`config.mk`:
```
export PLATFORM = sky130hd
export DESIGN_NAME = sat_cntr
export DESIGN_NICKNAME = d
export VERILOG_FILES = /design/src/rtl/sat_cntr.sv
export SDC_FILE = /design/constraint.sdc
export NUM_CORES = 1
export LEC_CHECK = 0
export CAP_MARGIN = 20
export CORE_AREA = 2 2 39 41
export DETAILED_ROUTE_END_ITERATION = 7
export DIE_AREA = 0 0 41 43
export PLACE_DENSITY = 0.56
export SLEW_MARGIN = 20
export SYNTH_ARGS = -nofsm -noshare
export SYNTH_HDL_FRONTEND = slang
export SYNTH_SLANG_ARGS = --single-unit
```
`constraint.sdc`:
```
create_clock -name clk -period 3.64 [get_ports clk]
set_input_delay 0.728 -clock clk [delete_from_list [all_inputs] [get_ports clk]]
set_output_delay 0.728 -clock clk [all_outputs]
set_load 0.02 [all_outputs]
```
`src/rtl/sat_cntr.sv`:
```
// Saturating up-counter with synchronous clear.
module sat_cntr #(
   parameter int unsigned WIDTH = 8
) (
   input  logic             clk,
   input  logic             rstn,
   input  logic             clr,
   input  logic             inc,
   output logic [WIDTH-1:0] count
);

   always_ff @(posedge clk or negedge rstn) begin
      if (!rstn) begin
         count <= '0;
      end else if (clr) begin
         count <= '0;
      end else if (inc && (count != {WIDTH{1'b1}})) begin
         count <= count + WIDTH'(1);
      end
   end

endmodule

```
== Yosys cells after proc, flatten, opt, wreduce, memory -nomap -nowiden ==
Cells that the tools add are included.

* Register bits after elaboration: 8
* Bits of input ports: 4
* Output and inout bits: 8

* Add/sub/neg operators: 1
* Equality and inequality tests: 1
* Multiplexer cells: 2
* Reductions and logical operators: 2

{| class="wikitable"
|+ Operator list
! operator !! count
|-
| $mux W8 || 2
|-
| $add A8 B1 Y8 const B || 1
|-
| $ne A8 B8 Y1 const B || 1
|-
| $reduce_bool A2 Y1 || 1
|-
| $logic_and A1 B1 Y1 || 1
|}

== Longest topological paths before layout ==
Gate-level depths: netlist of run 1.

* Depth in word-level cells: 4
* Mapped depth: 4
* Gate-level depth less buffers: 4

== Least setup slack after synthesis of run 1 ==
OpenSTA, ideal clock, no wires.

* Path kind: reg2reg
* Start: reg count[0]
* End: reg count[0]
* Setup time: 125 ps
* Arrival time: 1567 ps
* Data required time: 3515 ps
* Path slack: 1949 ps
* Cell stages (with the launch flop): 5
* Buffers on the path: 0
* Clock period less this slack: 1691 ps
* Cell sequence: dfrtp_1 -> ha_1 -> and4_2 -> a21boi_1 -> mux2_2

* Longest elaborated chain between the ends: 3
* Elaborated cells on any way between the ends: 6

{| class="wikitable"
|+ Ends and longest elaborated chain
! what !! line !! text
|-
| start: declaration || 9 || <nowiki>output logic [WIDTH-1:0] count</nowiki>
|-
| start signal: assignment || 18 || <nowiki>count <= count + WIDTH'(1);</nowiki>
|-
| $add A8 B1 Y8 / $ne A8 B8 Y1 (equally long branches) || 18, 17 ||
|-
| $mux W8 / $logic_and A1 B1 Y1 (equally long branches) || 17 || <nowiki>end else if (inc && (count != {WIDTH{1'b1}})) begin</nowiki>
|-
| $mux W8 / $reduce_bool A2 Y1 (equally long branches) || - ||
|}

Parallel ways exist; a longest one is shown, timed or not. The select of a mux whose other input is x is not followed.
A chain may end at the register's enable or synchronous reset.

== Worst setup path in the final report of run 1 ==
* Start: reg count[2]
* End: out count[2]

No word-level cell between the ends.

==> results of run 1 <==
[per-layer routing]
| metal | vias to the layer above | share of wire | track usage |
|---|---|---|---|
| met1 | 194 | 0.48 | 0.195 |
| met3 | 2 | 0.048 | 0.0314 |
| met5 | - | 0 | 0 |
| met2 | 8 | 0.46 | 0.197 |
| li1 | 207 | - | - |
| met4 | 0 | 0.0040 | 0.0800 |
[layout by cell type (no fill, tap or decap), drive strengths merged, types with 2 or more instances in the layout]
cell	count
and4	2
dfrtp	8
nor2b	3
inv	2
clkbuf	3
nand2b	3
nor3	4
nand2	2
nor2	2
nand3	3
a21oi	3
mux2	2
clkdlybuf4s50	11
[cells by family (layout without fill, tap and decap cells)]
| group | Yosys count | after routing | synth area share |
|---|---|---|---|
| compound gates | 9 | 9 | 0.127 |
| fa+ha+maj | 1 | 1 | 0.0269 |
| buf+inv | 4 | 16 | 0.0350 |
| flops | 8 | 8 | 0.431 |
| mux | 3 | 3 | 0.0701 |
| simple gates | 24 | 24 | 0.310 |
[worst max-delay path by stage]
| stage | from | endpoint | cells after the start |
|---|---|---|---|
| after floorplan | count[0]$_DFFE_PN0P_ | count[0]$_DFFE_PN0P_ | 4 |
| after global placement | inc | count[7]$_DFFE_PN0P_ | 4 |
| after detailed placement | inc | count[7]$_DFFE_PN0P_ | 4 |
| after CTS | count[2]$_DFFE_PN0P_ | count[2] | 1 |
| after global routing | count[2]$_DFFE_PN0P_ | count[2] | 1 |
| final | count[2]$_DFFE_PN0P_ | count[2] | 1 |
[area by class of cell]
cell class | count | area, um2
Fill cell | 139 | 776
Multi-Input combinational cell | 37 | 248
Sequential cell | 8 | 200
Timing Repair Buffer | 11 | 110
Clock buffer | 3 | 22.5
Tap cell | 16 | 20.0
Inverter | 2 | 7.51
[through the flow]
| stage | instance area [um2] | cells | hold slack, ns |
|---|---|---|---|
| after floorplan | 464 | 49 | 0.432 |
| after global placement | 586 | 74 | 0.580 |
| after detailed placement | 586 | 74 | 0.585 |
| after CTS | 608 | 77 | 0.603 |
| after global routing | 608 | 77 | 0.645 |
| final | 608 | 77 | 0.605 |
[power groups by stage]
stage / clock network [uW] / logic (uW) / registers (uW)
final: 66.7 / 21.9 / 94.4
after global routing: 73.6 / 23.8 / 94.7
after CTS: 69.8 / 22.2 / 94.3
after detailed placement: 0 / 22.1 / 95.9
after global placement: 0 / 22.1 / 96.1
after floorplan: 0 / 9.06 / 98.0
==> results.ini, run 1 <==
[yosys]
synth_edf_count = 0
synth_top_cells_by_count = 8 x dfrtp_1, 4 x nor3_1, 3 x a21oi_1, 3 x nand2b_1, 3 x nor2b_1
synthFlopType = dfrtp_1
yosysMostFrequentCell = dfrtp_1
synth-async-reset-ratio = 1.00
synth_cell_type_count = 28
synth.avg_cell_area_um2 = 9.47
synth_area_um2 = 464
synth_warnings = 0
synth.area.top_cells = dfrtp_1 43%, mux2_2 4.9%, nor3_1 4.3%
ys_seq_elements = 8
synthCells = 49
synth_area_leader_cell = dfrtp_1
synth_top_cell_area_share = 0.431
yosysSeqAreaShare = 0.431
syn_nets = 54

[sta]
hold_violations = 0
rsz0062_at_grt = false
tightest_slew_ns = 0.369
fmax_mhz = 486
slew_violations = 0
relSlewSlack = 0.748
setup_slack_ns = 1.58
post-route-period-util = 0.565
finalSetupViolCount = 0
tns_ns = 0
period_minus_slack_ns = 2.06
clock_skew_ns = 0.00626

[setup_path]
reg2regPathDepth = 4
slowest_stage = clkdlybuf4s50_1
crit_path_end_kind = output pin
cp_max_fo = 7
worst-path-buf-inv = 1
critPathArrivalTime_ns = 1.33
r2r_end = count[0]$_DFFE_PN0P_
crit_chain = clkdlybuf4s50_1
required_ns = 2.91
critPathMaxStageDelay_ns = 0.64
cp_top_family = buffers and inverters
r2r_slack_ns = 1.90
criticalPathCategory = register to output pin
startpoint_type = register
reg2reg_from = count[0]$_DFFE_PN0P_

[clock_tree]
cts_buffer_depth = 2
h-tree-depth = 1
postCtsHoldBufs = 0
cts.sink_count = 8
tritoncts = done
cts_setup_buffers = 0
cts_buffers = 3
clock_latency_ns = 0.25
clk_pin_slew_worst_paths_ns = 0.06
clock-root-buffer = clkbuf_4
ctsResizeCount = 0

[final_layout]
fin_util = 0.439
antenna_cells = 0
nets = 68
largest_reg_flops = 8
drive_gt1_frac = 0.115
regMostFlops = count
largest_registers = count: 8 flops
syn2layout_area_growth_pct = 31.0

[job]
maxCapViolCount = 0

[placement]
port_buffers = 11
place.gp.congestion = 0.760
post-place-ws_ns = 1.44
hpwlAfterDp_um = 750

[outcome]
status = finished, final reports clean

[global_route]
antenna_found_initial = 0
overflow = 0
grt_pass1_wl_mm = 1.68
grt_max_degree = 12
grt.total_usage = 0.142
grt_pass1_vias = 387

[routing]
drtIter0Drc = 12
wl_mm = 1.01
drt.antenna.violating_nets = 0
dr.pass1.iters = 3
wire_per_inst_um = 13.1
routed-via-count = 411
viasPerCell = 5.34
drc = 0

[floorplanning]
die_area_mm2 = 0.00176
ios = 12
start_util = 0.335
core_mm2 = 0.00138
rows = 14
dieWidth_um = 41
die_h_um = 43

[pwr]
combPwrFrac = 0.120
p_per_area_mw_per_mm2 = 301
leakage_uw = 0.000238
p_seq_frac = 0.516
intPower_uw = 139
finalPower_uw = 183
swShare = 0.238
clockPowerShare = 0.364
p_switching_uw = 43.5
irDropWorstVdd_uv = 203

[min_path]
whs_path_depth = 2
holdCritPathClass = register to register
holdCritStartpoint = count[7]$_DFFE_PN0P_
min_to = count[7]$_DFFE_PN0P_

(Power assumes the default switching activity.)
==> run 2, diff against run 1 <==
==> constraint.sdc (replaced) <==
create_clock -name clk -period 2.1 [get_ports clk]
set_input_delay 0.42 -clock clk [delete_from_list [all_inputs] [get_ports clk]]
set_output_delay 0.42 -clock clk [all_outputs]
set_load 0.02 [all_outputs]
==> results of run 2 <==
Same layout as run 1 (identical final DEF). Status: finished, final reports clean.
Among the figures that moved: setup slack after placement 1.44 ns -> 0.211 ns; setup slack after layout 1.58 ns -> 0.352 ns; hold slack 0.605 ns -> 0.455 ns; register-to-register setup slack 1.90 ns -> 0.36 ns; total power 183 uW -> 317 uW; worst IR drop on VDD 203 uV -> 352 uV
==> run 3, diff against run 2 <==
--- a/config.mk
+++ b/config.mk
@@ -9,7 +9,7 @@
 export CORE_AREA = 2 2 39 41
 export DETAILED_ROUTE_END_ITERATION = 7
 export DIE_AREA = 0 0 41 43
-export PLACE_DENSITY = 0.56
+export PLACE_DENSITY = 0.59
 export SLEW_MARGIN = 20
 export SYNTH_ARGS = -nofsm -noshare
 export SYNTH_HDL_FRONTEND = slang
==> constraint.sdc (replaced) <==
create_clock -name clk -period 1.5 [get_ports clk]
set_input_delay 0.3 -clock clk [delete_from_list [all_inputs] [get_ports clk]]
set_output_delay 0.3 -clock clk [all_outputs]
set_load 0.02 [all_outputs]
==> run 3 against run 2 <==
Net effect: clock power is 55% higher; largest cell class unchanged; critical endpoint is now count[0]$_DFFE_PN0P_; sequential share of layout area is 3.2 points lower; global-route usage is 1.8 points higher; final cell count is 12% higher; critical path type is now register to register; combinational power is 85% higher; power is 52% higher.
==> results.ini, run 3 (same netlist as run 1, synthesis figures left out) <==
[routing]
routed-via-count = 450
maxUsedRoutingLayer = met4
drc = 0
wire_per_inst_um = 13.2
wl_mm = 1.14
drtIter0Drc = 19
dr_wl_met3_um = 54
wl_met2_um = 539
viasPerCell = 5.23
dr.pass1.iters = 4
drt.antenna.violating_nets = 0
wl_met1_um = 526

[pwr]
clockPowerShare = 0.373
irDropWorstVdd_uv = 443
swShare = 0.249
p_per_area_mw_per_mm2 = 707
p_switching_uw = 120
p_seq_frac = 0.481
intPower_uw = 362
finalPower_uw = 482
leakage_uw = 0.000312
combPwrFrac = 0.146

[global_route]
grt_pass1_vias = 377
grt_max_degree = 9
grt.total_usage = 0.160
grt_pass1_wl_mm = 1.78
overflow = 0
antenna_found_initial = 0

[floorplanning]
dieWidth_um = 41
ios = 12
die_h_um = 43
core_mm2 = 0.00138
die_area_mm2 = 0.00176
rows = 14
start_util = 0.335

[placement]
hpwlAfterDp_um = 826
post-place-ws_ns = -0.160
placed_area_um2 = 651
place.gp.congestion = 0.653
place_inst = 80
port_buffers = 11

[sta]
post-route-period-util = 0.963
relSlewSlack = 0.728
clock_skew_ns = 0.00195
period_minus_slack_ns = 1.44
slew_violations = 0
tns_ns = 0
rsz0062_at_grt = false
tightest_slew_ns = 0.406
fmax_mhz = 692
hold_violations = 0
setup_slack_ns = 0.0555
finalSetupViolCount = 0

[clock_tree]
cts_buffers = 3
tritoncts = done
cts_buffer_depth = 2
clk_pin_slew_worst_paths_ns = 0.06
clock-root-buffer = clkbuf_4
clock_latency_ns = 0.25
cts.sink_count = 8
postCtsHoldBufs = 0
h-tree-depth = 1

[setup_path]
critPathArrivalTime_ns = 1.58
crit_chain = ha_4 > and4_4 > a21boi_2 > mux2_2
criticalPathCategory = register to register
startpoint_type = register
required_ns = 1.64
cp_top_family = flip-flops
worst-path-buf-inv = 0
cp_max_fo = 6
critPathMaxStageDelay_ns = 0.45
crit_path_end_kind = register
slowest_stage = dfrtp_2

[job]
maxCapViolCount = 0

[final_layout]
fin_area_um2 = 682
regMostFlops = count
fin_cells = 86
largest_registers = count: 8 flops
antenna_cells = 0
largest_reg_flops = 8
final_cell_mix = 8 x dlygate4sd2_1, 8 x buf_4, 6 x dfrtp_1
nets = 76
syn2layout_area_growth_pct = 46.9
drive_gt1_frac = 0.271

[outcome]
status = finished, final reports clean

[min_path]
holdCritPathClass = input pin to async pin

run 3: cell count changes in the layout (fill, tap and decap cells not counted), sizes merged:
cell | previous run | this run
buf | 0 | 8
clkdlybuf4s50 | 11 | 3
clkbuf | 3 | 4
dlygate4sd2 | 0 | 8
run 3: worst paths after layout:
check	startpoint	end	slack (ns)	cells after the start
worst min-delay path	rstn	count[5]$_DFFE_PN0P_	0.34	1
worst max register to register	count[0]$_DFFE_PN0P_	count[0]$_DFFE_PN0P_	0.06	4
worst max-delay path	count[0]$_DFFE_PN0P_	count[0]$_DFFE_PN0P_	0.06	4
worst min register to register	count[7]$_DFFE_PN0P_	count[7]$_DFFE_PN0P_	0.58	2
max in group asynchronous	rstn	count[1]$_DFFE_PN0P_	0.85	1
min in group clk	count[7]$_DFFE_PN0P_	count[7]$_DFFE_PN0P_	0.58	2
run 3: final cells by class:
| cell class | instances | area, um2 |
|---|---|---|
| Sequential cell | 8 | 203 |
| Timing Repair Buffer | 19 | 160 |
| Tap cell | 16 | 20.0 |
| Clock buffer | 4 | 26.3 |
| Fill cell | 140 | 702 |
| Multi-Input combinational cell | 37 | 265 |
| Inverter | 2 | 7.51 |
run 3: timing repair:
action,CTS,global route
cloned,0,0
buffers inserted,0,2
endpoints found under the setup margin,8,1
gates resized for setup,8,0
run 3: metrics by stage:
step	hold WS, ns	utilization
finish	0.341	0.493
global route	0.364	0.493
CTS	0.346	0.482
detailed placement	0.582	0.470
global placement	0.566	0.470
floorplan	0.00441	-
run 3: worst register-to-register path: stages, from the launching register on:
cell and delay, ns:
dfrtp_2 0.45, ha_4 0.17, and4_4 0.20, a21boi_2 0.17, mux2_2 0.34
run 3: power groups by stage:
stage                     sequential, uW  clock [uW]  combinational [uW]
after global placement               236           0                66.1
final                                232         180                70.2
after floorplan                      241           0                24.3
after detailed placement             237           0                67.5
after CTS                            233         189                64.1
after global routing                 232         208                77.9
run 3: per-layer routing:
| metal | vias up | GRT usage |
|---|---|---|
| met5 | - | 0 |
| met4 | 0 | 0.120 |
| met3 | 2 | 0.0471 |
| met2 | 13 | 0.216 |
| met1 | 210 | 0.205 |
| li1 | 225 | - |
